`config.mk`:
```
export PLATFORM = sky130hd
export DESIGN_NAME = serial_subtractor
export DESIGN_NICKNAME = d
export VERILOG_FILES = /design/src/rtl/serial_subtractor.sv
export SDC_FILE = /design/constraint.sdc
export NUM_CORES = 1
export LEC_CHECK = 0
export BUFFER_PORTS_ARGS = -buffer_cell sky130_fd_sc_hd__buf_2
export CORE_ASPECT_RATIO = 0.75
export CORE_MARGIN = 4
export CORE_UTILIZATION = 45
export CTS_CLUSTER_DIAMETER = 150
export DETAILED_ROUTE_END_ITERATION = 6
export GPL_ROUTABILITY_DRIVEN = 0
export PLACE_DENSITY = 0.77
export SYNTH_ARGS = -nofsm -noshare
export SYNTH_HDL_FRONTEND = slang
export SYNTH_SLANG_ARGS = --single-unit
export TNS_END_PERCENT = 20
```
`constraint.sdc`:
```
create_clock -name clk -period 1.15 [get_ports clk]
set_input_delay 0.0575 -clock clk [delete_from_list [all_inputs] [get_ports clk]]
set_output_delay 0.0575 -clock clk [all_outputs]
set_load 0.05 [all_outputs]
```
`src/rtl/serial_subtractor.sv`:
```
// serial_subtractor: bit-serial A - B using one full-subtractor cell and a registered borrow, LSB first.
module serial_subtractor #(
    parameter int WIDTH = 8
) (
    input  logic             clk,
    input  logic             rst,
    input  logic             start,
    input  logic [WIDTH-1:0] a,
    input  logic [WIDTH-1:0] b,
    output logic             busy,
    output logic             done,
    output logic [WIDTH-1:0] diff,
    output logic             borrow_out
);
    localparam int CW = $clog2(WIDTH + 1);

    typedef enum logic [1:0] {IDLE, RUN, DONE} state_t;

    state_t           state, state_nx;
    logic [WIDTH-1:0] a_sr, b_sr;
    logic [CW-1:0]    cnt;
    logic             borrow, x, y, d, bout, accept, last;
    logic [WIDTH:0]   sh;

    always_comb begin
        x        = a_sr[0];
        y        = b_sr[0];
        d        = x ^ y ^ borrow;
        bout     = (~x & y) | (~(x ^ y) & borrow);
        sh       = {d, diff};
        last     = cnt == CW'(WIDTH - 1);
        accept   = start && state != RUN;
        state_nx = accept ? RUN : (state == RUN) ? (last ? DONE : RUN) : IDLE;
    end

    always_ff @(posedge clk or posedge rst) begin
        if (rst) state <= IDLE;
        else     state <= state_nx;
    end

    // New bits enter diff at the MSB so the first computed bit ends up at bit 0.
    always_ff @(posedge clk or posedge rst) begin
        if (rst) begin
            a_sr       <= '0;
            b_sr       <= '0;
            borrow     <= 1'b0;
            cnt        <= '0;
            diff       <= '0;
            borrow_out <= 1'b0;
        end else if (accept) begin
            a_sr       <= a;
            b_sr       <= b;
            borrow     <= 1'b0;
            cnt        <= '0;
            diff       <= '0;
            borrow_out <= 1'b0;
        end else if (state == RUN) begin
            a_sr   <= a_sr >> 1;
            b_sr   <= b_sr >> 1;
            borrow <= bout;
            cnt    <= cnt + CW'(1);
            diff   <= sh[WIDTH:1];
            if (last) borrow_out <= bout;
        end
    end

    assign busy = state == RUN;
    assign done = state == DONE;
endmodule

```
==> metrics.txt, run 1 <==
# TYPE chip_impl_metric gauge
chip_impl_metric{name="worst_clock_skew",unit="ns"} 0.00301
chip_impl_metric{name="synthesis.nets",unit=""} 158
chip_impl_info{name="most_common_library_cell_in_the_layout_ignoring_fill_and_taps",value="sky130_fd_sc_hd__dfrtp_1"} 1
chip_impl_info{name="failed_checks",value="negative setup slack"} 1
chip_impl_info{name="path_cells",value="fa_2 -> a221o_1"} 1
chip_impl_metric{name="num_vias",unit=""} 1088
chip_impl_metric{name="fp-row-count",unit=""} 17
chip_impl_metric{name="die_boundary_height",unit="µm"} 57.2
chip_impl_metric{name="core_region_area",unit="µm²"} 3020
chip_impl_metric{name="timing.final.max_slew_violations",unit=""} 0
chip_impl_info{name="most_frequent_cells_in_the_layout",value="sky130_fd_sc_hd__dfrtp_1 (32), sky130_fd_sc_hd__buf_2 (27), sky130_fd_sc_hd__nand2_1 (25)"} 1
chip_impl_metric{name="floorplan.io_pins",unit=""} 30
chip_impl_metric{name="crit_buf_inv",unit=""} 0
chip_impl_info{name="grt_setup_unrepaired",value="yes"} 1
chip_impl_metric{name="timing.slew.headroom",unit="%"} 74.2
chip_impl_metric{name="start_util",unit="%"} 48.2
chip_impl_metric{name="detail_route.wl_per_cell",unit="µm"} 13.4
chip_impl_metric{name="path_clk_slew",unit="ns"} 0.06
chip_impl_metric{name="worst_ep_required",unit="ns"} 1.31
chip_impl_info{name="timing.critical_path.from_type",value="flip-flop"} 1
chip_impl_metric{name="setup_viol",unit=""} 2
chip_impl_metric{name="clock_latency",unit="ns"} 0.28
chip_impl_metric{name="max_clock_freq",unit="MHz"} 820
chip_impl_metric{name="grt_max_degree",unit=""} 33
chip_impl_metric{name="floorplan.die_area",unit="µm²"} 4220
chip_impl_metric{name="ctsLongestPathBuffers",unit=""} 2
chip_impl_metric{name="port_buffers",unit=""} 29
chip_impl_metric{name="dieWidth",unit="µm"} 73.7
chip_impl_metric{name="detailedPlacementHpwl",unit="mm"} 2.08
chip_impl_metric{name="place_area",unit="µm²"} 1710
chip_impl_metric{name="post_synth_instance_area",unit="µm²"} 1460
chip_impl_metric{name="final.hold.worst_slack",unit="ns"} 0.0216
chip_impl_metric{name="ir_drop",unit="mV"} 1.10
chip_impl_metric{name="global_route_wire_length_before_repair",unit="mm"} 5.09
chip_impl_metric{name="max_capacitance_violation_total",unit=""} 0
chip_impl_metric{name="number_of_nets_with_antenna_violations_after_routing",unit=""} 0
chip_impl_metric{name="area_growth_syn_to_layout",unit="%"} 29.4
chip_impl_metric{name="yosys.cell_types.count",unit=""} 23
chip_impl_metric{name="post-layout-total-power",unit="µW"} 5580
chip_impl_metric{name="finalHoldViolations",unit=""} 0
chip_impl_metric{name="drtIter0Drc",unit=""} 75
chip_impl_metric{name="h-tree-depth",unit=""} 2
chip_impl_metric{name="drc",unit=""} 0
chip_impl_metric{name="drt_first_pass_iters",unit=""} 4
chip_impl_metric{name="post-route-worst-setup-slack",unit="ns"} -0.0695
chip_impl_metric{name="finish.net_count",unit=""} 199
chip_impl_metric{name="p_leak",unit="µW"} 0.000950
chip_impl_info{name="critical_path_class",value="reg -> reg"} 1
chip_impl_metric{name="min_period_over_period",unit="%"} 106
chip_impl_metric{name="first_global_vias",unit=""} 1116
chip_impl_metric{name="total_wire_length_after_detailed_routing",unit="mm"} 2.91
chip_impl_metric{name="post_route_cells_drive_above_1_share",unit="%"} 30.3
chip_impl_metric{name="grt_util_all_layers",unit="%"} 15.9
chip_impl_metric{name="worst_path_largest_cell_delay",unit="ns"} 0.41
chip_impl_metric{name="layout.cell_area.non_filler",unit="µm²"} 1880
chip_impl_metric{name="tightest_slew",unit="ns"} 0.388
chip_impl_info{name="cts-root-buf",value="sky130_fd_sc_hd__clkbuf_8"} 1
chip_impl_metric{name="nFillCells",unit=""} 259
chip_impl_metric{name="grt_antenna_before_repair",unit=""} 0
chip_impl_metric{name="routed_via_density",unit=""} 5.04
chip_impl_info{name="hold_class",value="in -> reg"} 1
chip_impl_metric{name="antenna-diode-count",unit=""} 0
chip_impl_info{name="cpLargestDelayFamily",value="flip-flops"} 1
chip_impl_metric{name="ys_seq_area_share",unit="%"} 55.0
chip_impl_info{name="status",value="finished with violations"} 1
chip_impl_metric{name="synthesis.yosys.warnings",unit=""} 0
chip_impl_info{name="timing.critical_path.slowest_stage_cell",value="sky130_fd_sc_hd__dfrtp_1"} 1
chip_impl_metric{name="synth.avg_cell_area",unit="µm²"} 10.6
chip_impl_metric{name="inserted_clock_buffers",unit=""} 5
chip_impl_metric{name="yosys_register_bits",unit=""} 32
chip_impl_metric{name="globalRoute.totalOverflow",unit=""} 0
chip_impl_metric{name="numClockSinks",unit=""} 32
chip_impl_metric{name="postSynthCellCount",unit=""} 137
chip_impl_info{name="setup.worst_path.end_class",value="flip-flop"} 1
chip_impl_metric{name="worst-endpoint-arrival",unit="ns"} 1.38
chip_impl_metric{name="total_power_per_unit_cell_area",unit="nW/µm²"} 2960
chip_impl_metric{name="crit_fanout",unit=""} 2
chip_impl_metric{name="timing.final.crit_period",unit="ns"} 1.22
chip_impl_info{name="cts_tree",value="built"} 1
## power by group
| group | total [µW] | switching [µW] | internal (µW) |
|---|---|---|---|
| clock network | 897 | 366 | 532 |
| logic | 2790 | 1610 | 1180 |
| registers | 1890 | 307 | 1580 |
| total | 5580 | 2280 | 3300 |
## layer usage
metal | global-route usage (%) | routed length [µm] | vias to the layer above
met5 | 0 | 0 | -
met4 | 4.65 | 38 | 0
met3 | 7.92 | 238 | 10
met2 | 23.4 | 1340 | 34
met1 | 20.8 | 1290 | 501
li1 | - | - | 543
## state kept, by name, indices dropped and copies added, names as in the netlist
| register | flops |
|---|---|
| a_sr | 8 |
| b_sr | 8 |
| diff | 8 |
| cnt | 4 |
| state | 2 |
| borrow | 1 |
| borrow_out | 1 |
## metrics by stage
step | std cells | worst slack, ns | TNS (ns) | util, %
final | 216 | -0.0695 | -0.125 | 62.3
after global routing | 216 | -0.122 | -0.821 | 62.3
after CTS | 216 | -0.0727 | -0.304 | 62.1
after detailed placement | 206 | -0.0657 | -0.0658 | 56.5
after global placement | 206 | -0.0288 | -0.0288 | 56.5
after floorplan | 137 | -0.0287 | -0.0579 | -
## final cells by class
| type | instances | area [µm²] | share of cell area, % |
|---|---|---|---|
| well taps | 38 | 47.5 | 2.52 |
| inverters | 3 | 18.8 | 0.997 |
| repair buffers | 42 | 320 | 17.0 |
| flip-flops and latches | 32 | 801 | 42.5 |
| clock buffers | 7 | 96.3 | 5.12 |
| multi-input cells | 94 | 599 | 31.8 |
## synthesized netlist by cell type
| master | n | share of area, % |
|---|---|---|
| sky130_fd_sc_hd__nand2b_4 | 1 | 0.95 |
| sky130_fd_sc_hd__and3_1 | 1 | 0.43 |
| sky130_fd_sc_hd__nand3_1 | 1 | 0.34 |
| sky130_fd_sc_hd__a31oi_1 | 1 | 0.43 |
| sky130_fd_sc_hd__nor2_1 | 5 | 1.3 |
| sky130_fd_sc_hd__buf_6 | 1 | 0.77 |
| sky130_fd_sc_hd__a221o_1 | 1 | 0.69 |
| sky130_fd_sc_hd__buf_2 | 6 | 2.1 |
| sky130_fd_sc_hd__o21ai_0 | 21 | 7.2 |
| sky130_fd_sc_hd__inv_4 | 1 | 0.43 |
| sky130_fd_sc_hd__nor2b_1 | 1 | 0.43 |
| sky130_fd_sc_hd__nand2_1 | 25 | 6.4 |
| sky130_fd_sc_hd__fa_1 | 1 | 1.4 |
| sky130_fd_sc_hd__nand2b_1 | 10 | 4.3 |
| sky130_fd_sc_hd__dfrtp_1 | 32 | 55 |
| sky130_fd_sc_hd__a41oi_1 | 1 | 0.60 |
| sky130_fd_sc_hd__inv_1 | 2 | 0.52 |
| sky130_fd_sc_hd__mux2i_1 | 18 | 12 |
| sky130_fd_sc_hd__clkbuf_2 | 1 | 0.34 |
| sky130_fd_sc_hd__mux2_4 | 1 | 1.0 |
| sky130_fd_sc_hd__nand3b_1 | 2 | 1.0 |
| sky130_fd_sc_hd__ha_1 | 1 | 0.86 |
| sky130_fd_sc_hd__o21ai_1 | 3 | 1.0 |
## worst register-to-register path, cell delays in order, from the launching register on
cell	delay [ns]
sky130_fd_sc_hd__dfrtp_1	0.41
sky130_fd_sc_hd__fa_2	0.40
sky130_fd_sc_hd__a221o_1	0.30
## path summary, 6_finish.rpt
kind,startpoint,endpoint,slack (ns),cells past startpoint
min in group asynchronous,rst,b_sr[7],0.41,4
max,borrow,borrow_out,-0.07,2
max in group asynchronous,rst,a_sr[7],0.47,4
max reg2reg,borrow,borrow_out,-0.07,2
min,b[7],b_sr[7],0.02,3
min reg2reg,b_sr[1],b_sr[0],0.48,2
## cell families (layout without fill, tap and decap cells)
kind of cell | count (synthesis) | in the layout | synth area share (%)
adder cells (fa/ha/maj) | 2 | 2 | 2.24
buffers and inverters | 11 | 52 | 4.13
flip-flops | 32 | 32 | 55.0
AO/OA/AOI/OAI | 27 | 27 | 9.97
AND/OR/NAND/NOR | 46 | 46 | 15.2
multiplexers | 19 | 19 | 13.4
## what timing repair did
action                                 CTS  global route
setup endpoints to repair                5            19
endpoints found under the hold margin   32             0
setup buffers                            1             0
cloned                                   1             0
resized for setup                        8             5
pin swaps                                1             2
hold buffers                             1             0
Power figures use the tool's default switching activity.
==> inputs of run 2 (changes only) <==
--- a/config.mk
+++ b/config.mk
@@ -12,7 +12,7 @@
 export CTS_CLUSTER_DIAMETER = 150
 export DETAILED_ROUTE_END_ITERATION = 6
 export GPL_ROUTABILITY_DRIVEN = 0
-export PLACE_DENSITY = 0.77
+export PLACE_DENSITY = 0.73
 export SYNTH_ARGS = -nofsm -noshare
 export SYNTH_HDL_FRONTEND = slang
 export SYNTH_SLANG_ARGS = --single-unit
==> run 2 against run 1 <==
The flow still finishes with violations (negative setup slack); die area unchanged; total power decreased by 1.3%; clock-buffer cell count unchanged; first-iteration DRC count decreased by 47%; clock power about the same; sequential power about the same; hold slack improved by 0.0089 ns; non-clock buffer count increased by 1; register-to-register slack improved by 0.02 ns; clock skew increased by 0.0031 ns; largest cell class unchanged; largest power group unchanged.
==> metrics.txt, run 2 (same netlist as run 1, synthesis figures left out) <==
# TYPE chip_impl_metric gauge
chip_impl_metric{name="detailedPlacementHpwl",unit="mm"} 2.09
chip_impl_metric{name="path_clk_slew",unit="ns"} 0.06
chip_impl_info{name="failed_checks",value="negative setup slack"} 1
chip_impl_metric{name="number_of_nets_with_antenna_violations_after_routing",unit=""} 0
chip_impl_info{name="cts_tree",value="built"} 1
chip_impl_info{name="critical_path_class",value="reg -> out"} 1
chip_impl_metric{name="h-tree-depth",unit=""} 2
chip_impl_info{name="most_common_library_cell_in_the_layout_ignoring_fill_and_taps",value="sky130_fd_sc_hd__dfrtp_1"} 1
chip_impl_metric{name="grt_max_degree",unit=""} 33
chip_impl_metric{name="port_buffers",unit=""} 29
chip_impl_metric{name="drtIter0Drc",unit=""} 40
chip_impl_metric{name="drt_first_pass_iters",unit=""} 4
chip_impl_info{name="critical-path-top-cell-by-count",value="sky130_fd_sc_hd__buf_12"} 1
chip_impl_metric{name="post-route-worst-setup-slack",unit="ns"} -0.0528
chip_impl_metric{name="worst_ep_required",unit="ns"} 1.09
chip_impl_metric{name="detail_route.wl_per_cell",unit="µm"} 13.3
chip_impl_metric{name="grt_antenna_before_repair",unit=""} 0
chip_impl_info{name="grt_setup_unrepaired",value="yes"} 1
chip_impl_metric{name="numClockSinks",unit=""} 32
chip_impl_metric{name="timing.slew.headroom",unit="%"} 73.8
chip_impl_metric{name="fp-row-count",unit=""} 17
chip_impl_metric{name="finalHoldViolations",unit=""} 0
chip_impl_metric{name="num_vias",unit=""} 1083
chip_impl_metric{name="first_global_vias",unit=""} 1121
chip_impl_metric{name="die_boundary_height",unit="µm"} 57.2
chip_impl_metric{name="antenna-diode-count",unit=""} 0
chip_impl_info{name="cts-root-buf",value="sky130_fd_sc_hd__clkbuf_8"} 1
chip_impl_metric{name="floorplan.die_area",unit="µm²"} 4220
chip_impl_metric{name="post-layout-total-power",unit="µW"} 5510
chip_impl_metric{name="global_route_wire_length_before_repair",unit="mm"} 5.00
chip_impl_metric{name="layout.cell_area.non_filler",unit="µm²"} 1880
chip_impl_metric{name="area_growth_syn_to_layout",unit="%"} 29.2
chip_impl_metric{name="tightest_slew",unit="ns"} 0.393
chip_impl_info{name="cpLargestDelayFamily",value="flip-flops"} 1
chip_impl_metric{name="worst_clock_skew",unit="ns"} 0.00613
chip_impl_metric{name="gr-usage-met1",unit="%"} 19.9
chip_impl_metric{name="routing_usage_on_met3",unit="%"} 5.81
chip_impl_metric{name="routed_via_density",unit=""} 4.99
chip_impl_metric{name="worst-endpoint-arrival",unit="ns"} 1.15
chip_impl_metric{name="setup_viol",unit=""} 3
chip_impl_metric{name="globalRoute.totalOverflow",unit=""} 0
chip_impl_info{name="grt.busiest_layer",value="met2"} 1
chip_impl_info{name="path_cells",value="nand2b_4 -> inv_8 -> buf_12 -> buf_12"} 1
chip_impl_metric{name="inserted_clock_buffers",unit=""} 5
chip_impl_metric{name="finish.net_count",unit=""} 200
chip_impl_info{name="status",value="finished with violations"} 1
chip_impl_metric{name="global_route.usage.met2",unit="%"} 24.1
chip_impl_metric{name="total_power_per_unit_cell_area",unit="nW/µm²"} 2930
chip_impl_metric{name="fin_setup_tns",unit="ns"} -0.101
chip_impl_info{name="hold_class",value="in -> reg"} 1
chip_impl_metric{name="floorplan.io_pins",unit=""} 30
chip_impl_metric{name="start_util",unit="%"} 48.2
chip_impl_metric{name="total_wire_length_after_detailed_routing",unit="mm"} 2.88
chip_impl_metric{name="grt_util_all_layers",unit="%"} 15.8
chip_impl_metric{name="ir_drop",unit="mV"} 1.83
chip_impl_info{name="setup.worst_path.end_class",value="output port"} 1
chip_impl_metric{name="clock_latency",unit="ns"} 0.28
chip_impl_info{name="timing.critical_path.slowest_stage_cell",value="sky130_fd_sc_hd__dfrtp_1"} 1
chip_impl_info{name="most_frequent_cells_in_the_layout",value="sky130_fd_sc_hd__dfrtp_1 (32), sky130_fd_sc_hd__buf_2 (27), sky130_fd_sc_hd__nand2_1 (25)"} 1
chip_impl_metric{name="core_region_area",unit="µm²"} 3020
chip_impl_metric{name="worst_path_largest_cell_delay",unit="ns"} 0.37
chip_impl_metric{name="timing.final.crit_period",unit="ns"} 1.20
chip_impl_metric{name="dieWidth",unit="µm"} 73.7
chip_impl_info{name="biggestRegsByFlops",value="a_sr (8), b_sr (8), diff (8)"} 1
chip_impl_metric{name="p_leak",unit="µW"} 0.000940
chip_impl_metric{name="crit_buf_inv",unit=""} 3
chip_impl_metric{name="crit_fanout",unit=""} 7
chip_impl_metric{name="timing.final.max_slew_violations",unit=""} 0
chip_impl_metric{name="drc",unit=""} 0
chip_impl_metric{name="min_period_over_period",unit="%"} 105
chip_impl_metric{name="place_area",unit="µm²"} 1730
chip_impl_info{name="timing.critical_path.from_type",value="flip-flop"} 1
chip_impl_metric{name="layout.core_utilization",unit="%"} 62.3
chip_impl_metric{name="max_clock_freq",unit="MHz"} 831
chip_impl_metric{name="post_route_cells_drive_above_1_share",unit="%"} 31.8
chip_impl_metric{name="ctsLongestPathBuffers",unit=""} 2
chip_impl_metric{name="max_capacitance_violation_total",unit=""} 0
run 2: changes by cell type in the layout (fill, tap and decap cells not counted), sizes merged:
cell | previous run | this run
bufbuf | 1 | 0
buf | 40 | 42
run 2: repair_timing:
| item | CTS | global route |
|---|---|---|
| pin swaps | 2 | 3 |
| hold buffers | 1 | 0 |
| setup endpoints to repair | 5 | 13 |
| endpoints found under the hold margin | 32 | 0 |
| resized for setup | 10 | 2 |
| buffers inserted | 2 | 0 |
run 2: worst register-to-register path, delay by kind of cell, from the launching register on:
kind	cells	cell delay, ns
fa+ha+maj	1	0.40
compound gates	1	0.29
flops	1	0.40
run 2: power by group:
| part | switching (µW) | internal (µW) |
|---|---|---|
| combinational | 1630 | 1100 |
| sequential | 301 | 1580 |
| clock | 364 | 532 |
| total | 2290 | 3220 |
run 2: routing by layer:
layer	up-vias	wire, µm	share of wire (%)
met5	-	0	0
met4	0	59	2.1
met3	7	185	6.4
met2	28	1330	46
met1	506	1300	45
li1	542	-	-
run 2: path summary, 6_finish.rpt:
kind                            startpoint          to  slack [ns]  cells after the start
worst max register to register      borrow  borrow_out       -0.05                      2
worst max-delay path              state[1]        busy       -0.05                      4
max in group asynchronous              rst     a_sr[4]        0.45                      4
worst min-delay path                  b[7]     b_sr[7]        0.03                      3
min in group asynchronous              rst     b_sr[7]        0.41                      4
worst min register to register     b_sr[2]     b_sr[1]        0.48                      2
run 2: metrics by stage:
step | hold WS (ns) | cells | worst slack [ns]
after CTS | 0.0311 | 218 | -0.0655
after global routing | 0.0648 | 217 | -0.101
after detailed placement | 0.163 | 208 | -0.0485
after floorplan | 0.174 | 137 | -0.0287
final | 0.0305 | 217 | -0.0528
after global placement | 0.151 | 208 | -0.0280
run 2: area by class of cell:
cell class,count,area (µm²)
Tap cell,38,47.5
Timing Repair Buffer,43,308
Fill cell,254,1140
Sequential cell,32,801
Inverter,3,18.8
Clock buffer,7,96.3
Multi-Input combinational cell,94,609
==> inputs of run 3 (changes only) <==
--- a/config.mk
+++ b/config.mk
@@ -6,13 +6,13 @@
 export NUM_CORES = 1
 export LEC_CHECK = 0
 export BUFFER_PORTS_ARGS = -buffer_cell sky130_fd_sc_hd__buf_2
-export CORE_ASPECT_RATIO = 0.75
 export CORE_MARGIN = 4
 export CORE_UTILIZATION = 45
 export CTS_CLUSTER_DIAMETER = 150
 export DETAILED_ROUTE_END_ITERATION = 6
 export GPL_ROUTABILITY_DRIVEN = 0
 export PLACE_DENSITY = 0.73
+export SETUP_SLACK_MARGIN = 0.1
 export SYNTH_ARGS = -nofsm -noshare
 export SYNTH_HDL_FRONTEND = slang
 export SYNTH_SLANG_ARGS = --single-unit
==> run 3 against run 2 <==
First-iteration DRC count fell by 65%; combinational power rose by 18%; highest routed layer unchanged; the run still ends with negative setup slack left; non-clock buffer count rose by 8.
==> metrics.txt, run 3 (same netlist as run 1, synthesis figures left out) <==
# TYPE chip_impl_metric gauge
chip_impl_metric{name="h-tree-depth",unit=""} 2
chip_impl_metric{name="detail_route.wl_per_cell",unit="µm"} 13.4
chip_impl_metric{name="num_vias",unit=""} 1137
chip_impl_info{name="setup.worst_path.end_class",value="flip-flop"} 1
chip_impl_metric{name="finish.net_count",unit=""} 208
chip_impl_metric{name="routed_via_density",unit=""} 4.92
chip_impl_metric{name="worst_clock_skew",unit="ns"} 0.0138
chip_impl_info{name="critPathCapture",value="cnt[2]"} 1
chip_impl_info{name="hold_class",value="in -> reg"} 1
chip_impl_metric{name="inserted_clock_buffers",unit=""} 5
chip_impl_metric{name="r2r_slack",unit="ns"} -0.1
chip_impl_metric{name="cell_internal_pwr",unit="µW"} 3300
chip_impl_metric{name="setup_viol",unit=""} 11
chip_impl_info{name="critPathLaunch",value="state[1]"} 1
chip_impl_metric{name="worst_path_largest_cell_delay",unit="ns"} 0.39
chip_impl_metric{name="power_frac_seq",unit="%"} 33.2
chip_impl_metric{name="combinationalPowerShare",unit="%"} 56.5
chip_impl_info{name="grt_setup_unrepaired",value="yes"} 1
chip_impl_metric{name="nFillCells",unit=""} 263
chip_impl_info{name="r2r-end",value="cnt[2]"} 1
chip_impl_info{name="failed_checks",value="negative setup slack"} 1
chip_impl_metric{name="drt_first_pass_iters",unit=""} 4
chip_impl_metric{name="dieWidth",unit="µm"} 64.9
chip_impl_metric{name="area_growth_syn_to_layout",unit="%"} 35.0
chip_impl_metric{name="worst-endpoint-arrival",unit="ns"} 1.50
chip_impl_metric{name="total_wire_length_after_detailed_routing",unit="mm"} 3.09
chip_impl_metric{name="antenna-diode-count",unit=""} 0
chip_impl_info{name="status",value="finished with violations"} 1
chip_impl_info{name="timing.critical_path.from_type",value="flip-flop"} 1
chip_impl_metric{name="post-route-worst-setup-slack",unit="ns"} -0.0961
chip_impl_metric{name="die_boundary_height",unit="µm"} 64.9
chip_impl_metric{name="min_period_over_period",unit="%"} 108
chip_impl_metric{name="first_global_vias",unit=""} 1186
chip_impl_metric{name="fp-row-count",unit=""} 20
chip_impl_info{name="rr_startpoint",value="state[1]"} 1
chip_impl_metric{name="total_switching_power",unit="µW"} 2390
chip_impl_metric{name="ir_drop",unit="mV"} 1.41
chip_impl_metric{name="final.hold.worst_slack",unit="ns"} 0.0132
chip_impl_metric{name="grt_util_all_layers",unit="%"} 16.6
chip_impl_metric{name="sw_share",unit="%"} 42.0
chip_impl_metric{name="drc",unit=""} 0
chip_impl_metric{name="timing.slew.headroom",unit="%"} 73.4
chip_impl_metric{name="grt_max_degree",unit=""} 33
chip_impl_metric{name="p_leak",unit="µW"} 0.000973
chip_impl_metric{name="tightest_slew",unit="ns"} 0.399
chip_impl_info{name="biggestRegsByFlops",value="a_sr (8), b_sr (8), diff (8)"} 1
chip_impl_metric{name="worst-r2r-cell-count",unit=""} 5
chip_impl_info{name="path_cells",value="nand2b_4 -> inv_6 -> buf_4 -> mux2_4 -> mux2i_1"} 1
chip_impl_metric{name="finalHoldViolations",unit=""} 0
chip_impl_info{name="critical_path_class",value="reg -> reg"} 1
chip_impl_metric{name="pre_cts_slack",unit="ns"} -0.0789
chip_impl_info{name="timing.critical_path.slowest_stage_cell",value="sky130_fd_sc_hd__dfrtp_1"} 1
chip_impl_metric{name="detailedPlacementHpwl",unit="mm"} 2.07
chip_impl_metric{name="grt_antenna_before_repair",unit=""} 0
chip_impl_metric{name="drtIter0Drc",unit=""} 14
chip_impl_metric{name="timing.final.max_slew_violations",unit=""} 0
chip_impl_metric{name="number_of_nets_with_antenna_violations_after_routing",unit=""} 0
chip_impl_metric{name="port_buffers",unit=""} 29
chip_impl_metric{name="post-layout-total-power",unit="µW"} 5690
chip_impl_metric{name="numClockSinks",unit=""} 32
chip_impl_metric{name="ctsLongestPathBuffers",unit=""} 2
chip_impl_metric{name="global_route_wire_length_before_repair",unit="mm"} 5.35
chip_impl_metric{name="timing.final.crit_period",unit="ns"} 1.25
chip_impl_metric{name="globalRoute.totalOverflow",unit=""} 0
chip_impl_info{name="most_frequent_cells_in_the_layout",value="sky130_fd_sc_hd__dfrtp_1 (32), sky130_fd_sc_hd__nand2_1 (24), sky130_fd_sc_hd__buf_2 (19), sky130_fd_sc_hd__buf_4 (19), sky130_fd_sc_hd__mux2i_1 (18)"} 1
chip_impl_info{name="cts-root-buf",value="sky130_fd_sc_hd__clkbuf_4"} 1
chip_impl_metric{name="clockPowerShare",unit="%"} 10.3
chip_impl_metric{name="floorplan.die_area",unit="µm²"} 4210
chip_impl_metric{name="start_util",unit="%"} 47.3
chip_impl_metric{name="core_region_area",unit="µm²"} 3080
chip_impl_metric{name="floorplan.io_pins",unit=""} 30
chip_impl_metric{name="clock_latency",unit="ns"} 0.33
chip_impl_metric{name="max_capacitance_violation_total",unit=""} 0
chip_impl_info{name="cts_tree",value="built"} 1
chip_impl_metric{name="post_route_cells_drive_above_1_share",unit="%"} 34.2
chip_impl_metric{name="total_power_per_unit_cell_area",unit="nW/µm²"} 2900
chip_impl_metric{name="max_clock_freq",unit="MHz"} 803
chip_impl_info{name="most_common_library_cell_in_the_layout_ignoring_fill_and_taps",value="sky130_fd_sc_hd__dfrtp_1"} 1
chip_impl_metric{name="crit_fanout",unit=""} 4
chip_impl_metric{name="worst_ep_required",unit="ns"} 1.41
chip_impl_metric{name="path_clk_slew",unit="ns"} 0.10
-- run 3: metrics by stage --
step | setup TNS, ns | cell area (µm²) | std cells | utilization, %
2_1_floorplan | -0.0579 | 1460 | 137 | -
3_3_place_gp | -0.0263 | 1720 | 213 | 55.9
3_5_place_dp | -0.132 | 1720 | 213 | 55.9
4_1_cts | -0.433 | 1930 | 231 | 62.6
5_1_grt | -1.33 | 1960 | 231 | 63.8
6_report | -0.500 | 1960 | 231 | 63.8
-- run 3: power groups by stage --
stage / registers [µW] / logic, µW / clock network (µW)
3_5_place_dp: 1900 / 2450 / 0
3_3_place_gp: 1860 / 2330 / 0
6_report: 1890 / 3220 / 585
2_1_floorplan: 2330 / 1240 / 0
5_1_grt: 1960 / 3480 / 661
4_1_cts: 1880 / 3090 / 602
-- run 3: cell type report --
class | count | area, µm² | area share (%)
Inverter | 3 | 16.3 | 0.828
Clock inverter | 1 | 5.00 | 0.255
Tap cell | 44 | 55.1 | 2.80
Clock buffer | 6 | 41.3 | 2.10
Multi-Input combinational cell | 94 | 616 | 31.3
Timing Repair Buffer | 51 | 430 | 21.9
Sequential cell | 32 | 801 | 40.8
-- run 3: worst max-delay path, delay by kind of cell, from the launching register on --
family	cells	cell delay, ns
DFF	1	0.39
buffers and inverters	2	0.19
muxes	2	0.44
and+or+nand+nor	1	0.16
-- run 3: what timing repair did --
item                                    in CTS  in global routing
pin swaps                                    3                  2
gates resized for setup                     27                 18
endpoints found under the hold margin       35                  0
hold buffers                                 4                  0
endpoints found under the setup margin      15                 39
buffers inserted                             6                  0
cloned                                       1                  0
-- run 3: worst min path at each step --
stage,startpoint,endpoint,slack (ns),cells after the start
CTS,b[2],b_sr[2],0.001,3
finish,b[2],b_sr[2],0.01,3
floorplan,rst,a_sr[0],0.17,1
global route,a[5],a_sr[5],0.02,3
detailed placement,rst,diff[2],0.16,3
global placement,rst,a_sr[7],0.16,3
-- run 3: layer usage --
layer / part of all wire [%] / GRT usage (%) / up-vias
li1: - / - / 561
met1: 43 / 19.5 / 545
met2: 51 / 28.7 / 29
met3: 5.5 / 5.72 / 2
met4: 0.42 / 4.75 / 0
met5: 0 / 0 / -
